`src/rtl/tdc_pkg.sv`:
```
// Shared definitions for the TDC averaging path.
//   TDC_SUM_W       width of the summed time code from the multiply/sum stage
//   TDC_LOG2_N_MAX  largest supported block-length exponent
//   tdc_state_e     averaging FSM states
//   tdc_result_t    one completed block result {avg, min, max}
//   clamp_k         limits a requested exponent to the supported range
package tdc_pkg;

    localparam int TDC_SUM_W      = 37;
    localparam int TDC_LOG2_N_MAX = 8;

    typedef enum logic {
        ST_IDLE,
        ST_ACCUM
    } tdc_state_e;

    typedef struct packed {
        logic [TDC_SUM_W-1:0] avg;
        logic [TDC_SUM_W-1:0] min;
        logic [TDC_SUM_W-1:0] max;
    } tdc_result_t;

    function automatic logic [3:0] clamp_k(input logic [3:0] req, input int max_k);
        return (int'(req) > max_k) ? 4'(max_k) : req;
    endfunction

endpackage

```
`src/rtl/tdc_round_shift.sv`:
```
// Combinational round-half-up right shift: avg = (acc + 2^(k-1)) >> k,
// or acc unchanged for k = 0. The rounding add is one bit wider than acc
// so it can never wrap.
//   acc  in  AW  value to be divided by 2^k
//   k    in  4   shift amount
//   avg  out W   rounded quotient (caller guarantees it fits in W bits)
module tdc_round_shift #(
    parameter int W  = 37,
    parameter int AW = 45
) (
    input  logic [AW-1:0] acc,
    input  logic [3:0]    k,
    output logic [W-1:0]  avg
);

    logic [AW:0] half;
    logic [AW:0] sum;
    logic [AW:0] shifted;

    // NOTE: every signal written in always_comb is given a default first so
    // no path leaves it unassigned, which would otherwise infer a latch.
    always_comb begin
        half = '0;
        if (k != 4'd0) begin
            half = (AW+1)'(1) << (k - 4'd1);
        end
        sum     = {1'b0, acc} + half;
        shifted = sum >> k;
    end

    assign avg = shifted[W-1:0];

    // Upper quotient bits are always zero because a mean never exceeds
    // the largest input.
    logic unused_hi;
    assign unused_hi = ^shifted[AW:W];

endmodule

```
`src/rtl/tdc_avg_accum.sv`:
```
// Block averager behind the 16-channel TDC sum stage. Averages 2^k
// consecutive codes with round-half-up, tracks block min/max, and presents
// the result on a valid/ready register. Results that complete while the
// register is full and not being drained are dropped and counted.
//   clk        in   1   system clock
//   rst        in   1   asynchronous reset, active-low
//   in_data    in   W   summed time code
//   in_dval    in   1   single-cycle valid for in_data
//   en         in   1   averaging enable (level)
//   log2_n     in   4   block exponent k, sampled on IDLE->ACCUM only
//   clr        in   1   synchronous clear, same effect as reset
//   out_ready  in   1   consumer accepts the result
//   out_valid  out  1   result register holds an unconsumed result
//   avg_data   out  W   rounded block mean
//   min_data   out  W   block minimum
//   max_data   out  W   block maximum
//   overrun    out  1   sticky: a completed result was dropped
//   drop_cnt   out  16  dropped-result count, saturating
module tdc_avg_accum
    import tdc_pkg::*;
#(
    parameter int W          = TDC_SUM_W,
    parameter int LOG2_N_MAX = TDC_LOG2_N_MAX
) (
    input  logic          clk,
    input  logic          rst,
    input  logic [W-1:0]  in_data,
    input  logic          in_dval,
    input  logic          en,
    input  logic [3:0]    log2_n,
    input  logic          clr,
    input  logic          out_ready,
    output logic          out_valid,
    output logic [W-1:0]  avg_data,
    output logic [W-1:0]  min_data,
    output logic [W-1:0]  max_data,
    output logic          overrun,
    output logic [15:0]   drop_cnt
);

    localparam int AW = W + LOG2_N_MAX;   // accumulator width
    localparam int CW = LOG2_N_MAX;       // sample counter holds 0..N-1

    tdc_state_e     state_q, state_d;
    logic [3:0]     k_q;
    logic [AW-1:0]  acc_q;
    logic [CW-1:0]  cnt_q;
    logic [W-1:0]   min_q, max_q;
    tdc_result_t    res_q;
    logic           out_valid_q;
    logic           overrun_q;
    logic [15:0]    drop_q;

    logic           accept;
    logic           complete;
    logic           can_load;
    logic [AW-1:0]  acc_sum;
    logic [W-1:0]   min_new, max_new;
    logic [CW:0]    n_full;
    logic [CW-1:0]  n_last;
    logic [W-1:0]   avg_new;

    // ------------------------------------------------------------------
    // FSM next state
    // ------------------------------------------------------------------
    always_comb begin
        state_d = state_q;
        case (state_q)
            ST_IDLE:  if (en)  state_d = ST_ACCUM;
            ST_ACCUM: if (!en) state_d = ST_IDLE;
            default:           state_d = ST_IDLE;
        endcase
    end

    // ------------------------------------------------------------------
    // Sample path. A sample counts only while enabled in ACCUM; en falling
    // with the last sample discards the block.
    // ------------------------------------------------------------------
    always_comb begin
        accept   = (state_q == ST_ACCUM) && en && in_dval;
        acc_sum  = acc_q + AW'(in_data);
        // First sample of a block seeds both extremes.
        min_new  = ((cnt_q == '0) || (in_data < min_q)) ? in_data : min_q;
        max_new  = ((cnt_q == '0) || (in_data > max_q)) ? in_data : max_q;
        n_full   = (CW+1)'(1) << k_q;
        n_last   = CW'(n_full - (CW+1)'(1));
        complete = accept && (cnt_q == n_last);
        can_load = !out_valid_q || out_ready;
    end

    // The final sample is folded in combinationally so the result is
    // registered on the same edge that captures it.
    tdc_round_shift #(
        .W  (W),
        .AW (AW)
    ) u_round (
        .acc (acc_sum),
        .k   (k_q),
        .avg (avg_new)
    );

    // NOTE: sequential state uses non-blocking assignments so every register
    // sees pre-edge values regardless of statement order.
    always_ff @(posedge clk or negedge rst) begin
        if (!rst) begin
            state_q <= ST_IDLE;
            k_q     <= '0;
            acc_q   <= '0;
            cnt_q   <= '0;
            min_q   <= '0;
            max_q   <= '0;
        end else if (clr) begin
            state_q <= ST_IDLE;
            k_q     <= '0;
            acc_q   <= '0;
            cnt_q   <= '0;
            min_q   <= '0;
            max_q   <= '0;
        end else begin
            state_q <= state_d;
            if ((state_q == ST_IDLE) && en) begin
                k_q   <= clamp_k(log2_n, LOG2_N_MAX);
                acc_q <= '0;
                cnt_q <= '0;
                min_q <= '0;
                max_q <= '0;
            end else if ((state_q == ST_ACCUM) && !en) begin
                acc_q <= '0;
                cnt_q <= '0;
                min_q <= '0;
                max_q <= '0;
            end else if (complete) begin
                // Next block starts on the very next sample with the same k.
                acc_q <= '0;
                cnt_q <= '0;
                min_q <= '0;
                max_q <= '0;
            end else if (accept) begin
                acc_q <= acc_sum;
                cnt_q <= cnt_q + CW'(1);
                min_q <= min_new;
                max_q <= max_new;
            end
        end
    end

    // ------------------------------------------------------------------
    // Result register and overrun accounting
    // ------------------------------------------------------------------
    always_ff @(posedge clk or negedge rst) begin
        if (!rst) begin
            res_q       <= '0;
            out_valid_q <= 1'b0;
            overrun_q   <= 1'b0;
            drop_q      <= '0;
        end else if (clr) begin
            res_q       <= '0;
            out_valid_q <= 1'b0;
            overrun_q   <= 1'b0;
            drop_q      <= '0;
        end else if (complete) begin
            if (can_load) begin
                // Also covers a completion coinciding with a transfer:
                // out_valid simply stays high with the fresh result.
                res_q.avg   <= TDC_SUM_W'(avg_new);
                res_q.min   <= TDC_SUM_W'(min_new);
                res_q.max   <= TDC_SUM_W'(max_new);
                out_valid_q <= 1'b1;
            end else begin
                overrun_q <= 1'b1;
                if (drop_q != 16'hFFFF) begin
                    drop_q <= drop_q + 16'd1;
                end
            end
        end else if (out_valid_q && out_ready) begin
            out_valid_q <= 1'b0;
        end
    end

    assign out_valid = out_valid_q;
    assign avg_data  = W'(res_q.avg);
    assign min_data  = W'(res_q.min);
    assign max_data  = W'(res_q.max);
    assign overrun   = overrun_q;
    assign drop_cnt  = drop_q;

endmodule

```
`config.mk`:
```
export PLATFORM = sky130hd
export DESIGN_NAME = tdc_avg_accum
export DESIGN_NICKNAME = d
export VERILOG_FILES = /design/src/rtl/tdc_pkg.sv /design/src/rtl/tdc_round_shift.sv /design/src/rtl/tdc_avg_accum.sv
export SDC_FILE = /design/constraint.sdc
export NUM_CORES = 1
export LEC_CHECK = 0
export BUFFER_PORTS_ARGS = -buffer_cell sky130_fd_sc_hd__clkbuf_2
export CAP_MARGIN = 20
export CELL_PAD_IN_SITES_DETAIL_PLACEMENT = 0
export CELL_PAD_IN_SITES_GLOBAL_PLACEMENT = 1
export CORE_MARGIN = 1
export CORE_UTILIZATION = 35
export DETAILED_ROUTE_END_ITERATION = 7
export PLACE_DENSITY = 0.66
export SETUP_SLACK_MARGIN = 0.2
export SLEW_MARGIN = 0
export SYNTH_ARGS = -nofsm -noshare
export SYNTH_HDL_FRONTEND = slang
export SYNTH_SLANG_ARGS = --single-unit
```
`constraint.sdc`:
```
create_clock -name clk -period 5.3 [get_ports clk]
set_input_delay 0.53 -clock clk [delete_from_list [all_inputs] [get_ports clk]]
set_output_delay 0.53 -clock clk [all_outputs]
set_load 0.02 [all_outputs]
```
==> results.yml, run 1 <==
cts:
  clock_path_buffers: 3
  htreeDepth: 2
  clock-sinks: 261
  cts_tree: "yes"
  cts_buffers: 36
  path_clk_slew_ns: 0.06
  ctsRootBufferMaster: "clkbuf_16"
  clock_latency_ns: 0.57
  ctsHoldBuffers: 0
power:
  seqPwrFrac: 0.375
  combinationalPowerShare: 0.183
  p_clk_frac: 0.442
  p_switching_mw: 1.63
  vdd_drop_max_uv: 189
  internal_power_mw: 3.80
  switching_share: 0.300
  leakagePower_nw: 10.7
  power_density_nw_per_um2: 224
die:
  initial_core_util: 0.355
  die_area_um2: 56900
  die_y_um: 239
  io-pin-count: 176
  num_rows: 86
  core_region_area_um2: 55200
  die_w_um: 239
drt:
  drt-initial-drc-count: 1287
  drc: 0
  drt-total-wl_um: 66700
  drt_first_pass_iters: 5
  wl_per_cell_um: 20.0
  ant_nets: 0
  drt-vias-per-instance: 5.57
  vias: 18500
final_layout:
  stdcell_count: 3327
  syn_to_final_growth_pct: 23.5
  final.fill_count: 5503
  finish.utilization: 0.438
  n_antenna_cell: 0
  final_nets: 2735
  drive_gt1_frac: 0.226
global_route:
  grt_antenna_before_repair: 0
  grtUsageTotal: 0.233
  first_global_vias: 18100
  grt_overflow: 0
  grt_max_degree: 113
  grt_pass1_wl_um: 105000
placed_design:
  hpwlAfterDp_um: 49900
  globalplace.congestion: 0.923
  dp_cells: 3255
  port_buffers: 175
timing:
  skew_ns: 0.0374
  period_minus_slack_ns: 4.92
  max_clock_freq_mhz: 203
  setup_violations: 0
  finalCritPeriodShare: 0.929
  holdWs_ns: -0.0178
  slew_headroom: 0.419
  rsz0062_at_grt: "true"
  drv_slew: 0
  hold_viol: 18
  tightest_slew_ns: 0.872
logic_synthesis:
  synth_top_area_cell: "dfrtp_1"
  synthArstFlopShare: 1.00
  synth-seq-cells: 261
  synthTopCellsByArea: "dfrtp_1, ha_1, mux2i_1, nor2_1, a22o_1"
  ys_warn_count: 0
  synth_area_um2: 19600
  syn_inst: 2248
  syn_avg_cell_area_um2: 8.71
  synth_top_area_frac: 0.333
  synth_edf_count: 0
  synth.distinct_cells: 88
  synth-seq-area-share: 0.333
  ys.flop_type: "dfrtp_1"
  synth_nets: 2429
hold_path:
  hold_path.class: "in -> async"
setup_path:
  crit_required_ns: 5.69
  critPathLaunchType: "flip-flop"
  crit_end: "avg_data[32]"
  r2r-start: "acc_q[0]"
  critical_path_class: "reg -> reg"
  cp_max_fo: 7
  cp-end-kind: "flip-flop"
  crit_start: "acc_q[0]"
  worst_r2r_endpoint: "avg_data[32]"
  r2r_slack_ns: 0.38
  ff2ff_path_depth: 23
  cp.arrival_ns: 5.31
outcome:
  violations: "hold timing"
  status: "complete, but fails checks"
job:
  drv_cap: 0
## what timing repair did
item                       in CTS  in global routing
hold endpoints to repair        0                  0
setup buffers                   2                  7
pin swaps                       2                 12
setup endpoints to repair      15                 37
gates resized for setup         7                 57
## critical path, stage by stage (launching register included)
cell and delay [ns]:
dfrtp_1 0.36, ha_2 0.19, inv_1 0.05, fa_2 0.34, nand2b_4 0.16, a21oi_4 0.16, buf_6 0.13, o21ai_1 0.09
nand2_1 0.11, xor2_2 0.23, ha_1 0.29, and3_4 0.18, and3_1 0.18, nor2b_2 0.14, a211o_1 0.26, a31o_4 0.24
nand2_2 0.09, nor3_4 0.07, and4_1 0.20, or3_1 0.33, o211a_4 0.18, mux4_2 0.49, a21oi_2 0.17, a211oi_1 0.10
## flip-flops by register name, summed over array words and instances, names as in the netlist
| name | cells |
|---|---|
| drop_cnt | 16 |
| max_q | 37 |
| cnt_q | 8 |
| min_q | 37 |
| min_data | 37 |
| k_q | 4 |
| out_valid | 1 |
| overrun | 1 |
| max_data | 37 |
| state_q | 1 |
| acc_q | 45 |
| avg_data | 37 |
## layer usage
metal,track usage,vias to the layer above,part of all wire
li1,-,8883,-
met1,0.340,9134,0.49
met2,0.362,438,0.44
met3,0.0271,87,0.042
met4,0.0637,0,0.023
met5,0,-,0
## cell usage after synthesis (all sizes together) (5+ instances only)
cell,number
mux4,9
dfrtp,261
a21oi,135
o21ai,138
a211oi,104
o21bai,9
nand3,38
a211o,11
clkbuf,98
inv,108
o21a,16
nand2b,23
xnor2,58
a22o,102
or3,19
or2,10
mux2i,123
and2,10
nor2b,21
ha,132
mux2,14
xor2,37
buf,40
nor3,42
nand2,170
and3,16
o22ai,10
o31ai,6
nor2,241
o211ai,24
nand4,53
a21o,34
nor4b,5
a21boi,5
o2111ai,6
o211a,5
nor3b,8
nor4,15
o221ai,5
and4,10
a31oi,15
## area by class of cell
cell class                      instances  area, µm²  area share
Clock buffer                           52       1020      0.0422
Clock inverter                         11        121     0.00502
Inverter                              109        409      0.0169
Multi-Input combinational cell       1740      12500       0.517
Sequential cell                       261       6540       0.270
Tap cell                              748        936      0.0387
Timing Repair Buffer                  406       2670       0.110
## through the flow
stage	area [µm²]	TNS (ns)	setup slack (ns)	total power, mW
floorplan	19600	0	0.203	2.62
global placement	22700	-2.90	-0.264	3.03
finish	24200	0	0.375	5.43
CTS	23900	0	0.191	5.48
global route	24200	0	0.166	5.67
detailed placement	22700	-3.48	-0.337	3.04
## layout by cell type, fill, tap and decap left out, types with 10 or more instances in the layout
| master | instances |
|---|---|
| nand3_1 | 37 |
| nor2_1 | 236 |
| a31oi_1 | 13 |
| and3_1 | 15 |
| xor2_1 | 32 |
| a211o_1 | 11 |
| a21oi_1 | 124 |
| a21o_1 | 34 |
| a22o_1 | 102 |
| mux2_2 | 14 |
| mux2i_1 | 121 |
| nand2b_1 | 22 |
| o21ai_1 | 17 |
| and4_1 | 10 |
| inv_1 | 105 |
| a211oi_1 | 98 |
| xnor2_1 | 52 |
| nor4_1 | 12 |
| dfrtp_1 | 258 |
| clkbuf_2 | 173 |
| nor3_1 | 39 |
| ha_1 | 127 |
| nand2_1 | 169 |
| o21ai_0 | 117 |
| buf_4 | 226 |
| clkbuf_16 | 36 |
| o211ai_1 | 22 |
| nor2b_1 | 20 |
| clkbuf_1 | 10 |
| nand4_1 | 52 |
| or3_1 | 19 |
| o21a_1 | 16 |
## worst min path at each step
stage / cells after the start / end
after floorplan: 0 / acc_q[0]
after CTS: 1 / min_data[5]
after detailed placement: 2 / avg_data[11]
after global placement: 2 / acc_q[19]
final: 1 / max_data[6]
after global routing: 1 / min_data[5]
## power by group through the flow
stage | registers, mW | clock network [mW] | logic, mW
5_1_grt | 2.04 | 2.54 | 1.09
6_report | 2.04 | 2.40 | 0.994
4_1_cts | 2.04 | 2.47 | 0.976
3_3_place_gp | 2.07 | 0 | 0.959
2_1_floorplan | 2.08 | 0 | 0.546
3_5_place_dp | 2.07 | 0 | 0.965
## cells by family after synthesis
logic type                 Yosys count  synth area share
DFF                                261             0.333
muxes                              146            0.0812
buffers and inverters              247            0.0489
xor gates and xnor gates            95            0.0432
AOI/OAI and AO/OA                  672             0.238
adders and majority gates          134            0.0864
and+or+nand+nor                    693             0.169
No activity file was read; power rests on OpenSTA's default activity.
==> run 2, diff against run 1 <==
- clock period: 5.3 -> 4.1 ns (I/O delays scaled with it)
==> results.yml, run 2 (synthesis results as in run 1) <==
outcome:
  status: "complete, but fails checks"
  violations: "setup timing"
cts:
  clock-sinks: 261
  clock_latency_ns: 0.56
  clock_path_buffers: 3
  ctsRootBufferMaster: "clkbuf_16"
  cts_tree: "yes"
  htreeDepth: 2
  cts_buffers: 34
  path_clk_slew_ns: 0.06
setup_path:
  critPathLaunchType: "flip-flop"
  cp-end-kind: "flip-flop"
  ff2ff_path_depth: 23
  crit_required_ns: 4.51
  max_stage_delay_ns: 0.53
  crit_start: "acc_q[0]"
  cp_max_fo: 5
  crit_chain: "ha_4, inv_2, fa_2, nand2b_4, a21oi_4, buf_6, o21ai_4, nand2_2, xnor2_2, ha_4, and3_4, and3_4, nor2b_4, a211o_1, a31o_4, nand4_1, or4_4, or2_4, xor2_1, o211a_4, mux4_2, o31ai_4, nor3_1"
  cp_slowest_cell: "mux4_2"
  cp.arrival_ns: 5.38
  r2r-start: "acc_q[0]"
  critical_path_class: "reg -> reg"
drt:
  vias: 19600
  drt_first_pass_iters: 5
  wl_per_cell_um: 19.3
  ant_nets: 0
  drt-initial-drc-count: 1245
  drt-vias-per-instance: 5.44
  drc: 0
  drt-total-wl_um: 69500
timing:
  holdWs_ns: 0.157
  skew_ns: 0.0181
  period_minus_slack_ns: 4.97
  tightest_slew_ns: 0.904
  tns_ns: -23.41
  max_clock_freq_mhz: 201
  drv_slew: 0
  setup_violations: 37
  finalCritPeriodShare: 1.21
  postLayoutSetupSlackWorst_ns: -0.867
  rsz0062_at_grt: "true"
  hold_viol: 0
  slew_headroom: 0.397
power:
  power_mw: 7.40
  leakagePower_nw: 12.3
  vdd_drop_max_uv: 232
  power_density_nw_per_um2: 268
hold_path:
  hold_path.class: "in -> reg"
  holdPathStages: 2
  holdCritStartpoint: "en"
global_route:
  grt_pass1_wl_um: 107000
  grt_max_degree: 110
  first_global_vias: 19200
  grt_overflow: 0
  grtUsageTotal: 0.238
  grt_antenna_before_repair: 0
die:
  initial_core_util: 0.355
  die_y_um: 239
  core_region_area_um2: 55200
  die_w_um: 239
  die_area_um2: 56900
  num_rows: 86
  io-pin-count: 176
final_layout:
  mostFrequentLayoutCells: "buf_4, dfrtp_1, nor2_1, clkbuf_2, nand2_1"
  stdcell_count: 3597
  final_nets: 3006
  seqCellArea_um2: 6540
  final.fill_count: 5207
  drive_gt1_frac: 0.345
  finish.utilization: 0.500
  largest_register: "acc_q"
  syn_to_final_growth_pct: 40.8
  n_antenna_cell: 0
  largest_reg_flops: 45
  multi_input_area_um2: 13400
  fin_area_um2: 27600
  layout_commonest_cell: "buf_4"
placed_design:
  dp_cells: 3493
  post_dp_cell_area_um2: 24900
  globalplace.congestion: 0.939
  dp_slack_ns: -1.10
  port_buffers: 175
  hpwlAfterDp_um: 51400
job:
  drv_cap: 0
run 2: changes by cell type in the layout (fill, tap and decap cells not counted), sizes merged:
cell         previous run  this run
buf                   233       503
bufinv                  1         4
clkinvlp                3         0
inv                   111       108
clkbuf                225       227
dlygate4sd3             0         1
run 2: final cells by class:
| type | count | area share |
|---|---|---|
| Clock buffer | 52 | 0.0355 |
| Inverter | 109 | 0.0149 |
| Tap cell | 748 | 0.0339 |
| Clock inverter | 8 | 0.00694 |
| Multi-Input combinational cell | 1740 | 0.487 |
| Sequential cell | 261 | 0.237 |
| Timing Repair Buffer | 679 | 0.184 |
run 2: repair_timing:
action                     4_1_cts  5_1_grt
hold buffers                     1        0
setup endpoints to repair       57      173
pin swaps                       40       73
cloned                           0        2
gates resized for setup        106      153
buffers inserted                15       26
hold endpoints to repair        94        0
run 2: layer usage:
metal	share of wire	GRT usage
met3	0.044	0.0293
met4	0.031	0.0796
met5	0	0
met1	0.47	0.333
met2	0.45	0.377
run 2: path summary, 6_finish.rpt:
| check | slack (ns) | to |
|---|---|---|
| max | -0.87 | avg_data[33] |
| min | 0.16 | state_q |
| max reg2reg | -0.87 | avg_data[33] |
| min reg2reg | 0.48 | acc_q[35] |
| max in group asynchronous | 2.61 | avg_data[32] |
| min in group asynchronous | 0.51 | max_data[5] |
run 2: worst max-delay path, delay by kind of cell (launching register included):
family                   cells  cell delay [ns]
multiplexers                 1             0.53
adder cells (fa/ha/maj)      3             0.77
AND/OR/NAND/NOR              9             1.62
XOR/XNOR                     2             0.25
flip-flops                   1             0.38
buffers and inverters        2             0.18
AO/OA/AOI/OAI                6             1.08
run 2: where the power goes:
group	internal (mW)	leakage (nW)	switching (mW)	total (mW)
combinational	0.709	8.10	0.901	1.61
sequential	2.61	3.63	0.0247	2.63
clock	1.91	0.562	1.24	3.16
==> run 3, diff against run 2 <==
- ABC_AREA: unset -> 1
- PLACE_DENSITY: 0.66 -> 0.69
- REMOVE_ABC_BUFFERS: unset -> 1
==> results.yml, run 3 <==
logic_synthesis:
  synth_top_area_frac: 0.328
  synthTopCellsByArea: "dfrtp_1, nand2_1, nand3_1, ha_1, inv_1"
  synth_top_area_cell: "dfrtp_1"
  ys_warn_count: 0
  synth.distinct_cells: 56
  synthArstFlopShare: 1.00
  ys.flop_type: "dfrtp_1"
  synth_common_cells: "nand2_1, nand3_1, inv_1"
  synth-seq-cells: 261
  syn_avg_cell_area_um2: 6.72
  synth_area_um2: 19900
  syn_inst: 2960
  synth-seq-area-share: 0.328
  synth_most_common_cell: "nand2_1"
  synth_edf_count: 0
placed_design:
  hpwlAfterDp_um: 53400
  port_buffers: 175
  dp_cells: 3915
  globalplace.congestion: 0.924
  post_dp_cell_area_um2: 22400
  dp_slack_ns: -0.214
global_route:
  first_global_vias: 20000
  grt_overflow: 0
  grt_max_degree: 103
  grt_pass1_wl_um: 108000
  grtUsageTotal: 0.237
  grt_antenna_before_repair: 0
timing:
  period_minus_slack_ns: 3.87
  postLayoutSetupSlackWorst_ns: 0.231
  max_clock_freq_mhz: 258
  slew_headroom: 0.392
  setup_violations: 0
  skew_ns: 0.0261
  drv_slew: 0
  tightest_slew_ns: 0.912
  rsz0062_at_grt: "true"
  hold_viol: 0
  finalCritPeriodShare: 0.944
setup_path:
  critPathLaunchType: "flip-flop"
  cp-end-kind: "flip-flop"
  crit_required_ns: 4.64
  cp_slowest_cell: "dfrtp_1"
  max_stage_delay_ns: 0.36
  cp.arrival_ns: 4.41
  critical-path-top-delay-family: "simple AND/OR/NAND/NOR gates"
  cp_max_fo: 5
  critical_path_class: "reg -> reg"
  cpMostUsedCell: "nand2_2"
  crit_buf_inv: 3
final_layout:
  syn_to_final_growth_pct: 23.8
  layout_commonest_cell: "nand2_1"
  n_antenna_cell: 0
  drive_gt1_frac: 0.199
  fin_area_um2: 24600
  finish.utilization: 0.438
  final_nets: 3393
  largest_register: "acc_q"
  mostFrequentLayoutCells: "nand2_1, inv_1, nand3_1, dfrtp_1, o21ai_0"
  final.fill_count: 5916
  largest_reg_flops: 45
  stdcell_count: 3990
die:
  die_w_um: 240
  core_region_area_um2: 56300
  io-pin-count: 176
  num_rows: 87
  die_area_um2: 57800
  initial_core_util: 0.354
  die_y_um: 240
drt:
  wl_met2_um: 33000
  wl_met1_um: 31900
  drt_first_pass_iters: 5
  wl_per_cell_um: 17.4
  drc: 0
  vias: 20500
  drt-initial-drc-count: 1489
  highest_layer: "met4"
  met3WireLength_um: 2440
  ant_nets: 0
  drt-vias-per-instance: 5.15
  drt-total-wl_um: 69400
cts:
  path_clk_slew_ns: 0.06
  clock-sinks: 261
  ctsRootBufferMaster: "clkbuf_16"
  cts_tree: "yes"
  clock_latency_ns: 0.62
  htreeDepth: 1
  cts_buffers: 31
  clock_path_buffers: 3
power:
  vdd_drop_max_uv: 243
  power_density_nw_per_um2: 274
  leakagePower_nw: 12.6
  power_mw: 6.76
hold_path:
  hold_path.class: "in -> reg"
job:
  drv_cap: 0
outcome:
  status: "finished clean"
[run 3: changes by cell type after synthesis, sizes merged, moves of 101 or more]
cell | before | now
a211oi | 104 | 3
nand3 | 38 | 420
nand2 | 170 | 862
mux2i | 123 | 1
a22o | 102 | 0
inv | 108 | 385
o21ai | 138 | 246
[run 3: path summary, 6_finish.rpt]
| kind | depth (start not counted) | slack, ns | endpoint | startpoint |
|---|---|---|---|---|
| min | 3 | 0.06 | k_q[3] | log2_n[3] |
| max | 28 | 0.23 | avg_data[5] | acc_q[0] |
| min reg2reg | 2 | 0.47 | avg_data[32] | avg_data[32] |
| min in group asynchronous | 2 | 0.47 | avg_data[31] | rst |
| max reg2reg | 28 | 0.23 | avg_data[5] | acc_q[0] |
| max in group asynchronous | 3 | 2.67 | max_data[16] | rst |
[run 3: what timing repair did]
action / 4_1_cts / 5_1_grt
gates resized for setup: 32 / 190
hold buffers: 1 / 0
setup buffers: 1 / 18
endpoints found under the setup margin: 37 / 42
pin swaps: 16 / 68
hold endpoints to repair: 99 / 0
[run 3: cell families after synthesis]
group,synth area share
DFF,0.328
muxes,0.000503
AOI/OAI and AO/OA,0.133
and+or+nand+nor,0.339
buffers and inverters,0.0946
adders and majority gates,0.0850
xor gates and xnor gates,0.0202
[run 3: worst reg2reg max path, delay by kind of cell, from the launching register on]
family | cells | cell delay [ns]
buffers and inverters | 3 | 0.24
AO/OA/AOI/OAI | 2 | 0.33
AND/OR/NAND/NOR | 18 | 1.72
flip-flops | 1 | 0.36
XOR/XNOR | 2 | 0.35
adder cells (fa/ha/maj) | 3 | 0.79
[run 3: per-stage QoR]
stage               setup TNS, ns  hold WS [ns]
floorplan                 -251.87         0.114
global placement            -4.78         0.465
detailed placement          -5.68         0.470
CTS                             0        0.0280
global route              -0.0530        0.0740
finish                          0        0.0569
[run 3: per-layer routing]
metal / vias to the layer above / GRT usage
met1: 9764 / 0.318
li1: 10300 / -
met5: - / 0
met3: 93 / 0.0219
met2: 406 / 0.400
met4: 0 / 0.0747
[run 3: area by class of cell]
type	instances	area, µm²	share of cell area
clock buffer	45	918	0.0373
clock inverter	10	90.1	0.00366
inverter	387	1460	0.0591
multi-input combinational	2205	12600	0.511
sequential	261	6530	0.265
tap	756	946	0.0384
timing repair buffer	326	2120	0.0859
[run 3: power by group]
part | switching (mW) | leakage, nW | internal, mW | total [mW]
combinational | 0.896 | 8.47 | 0.455 | 1.35
sequential | 0.0214 | 3.63 | 2.61 | 2.63
clock | 1.18 | 0.508 | 1.60 | 2.78
total | 2.09 | 12.6 | 4.67 | 6.76
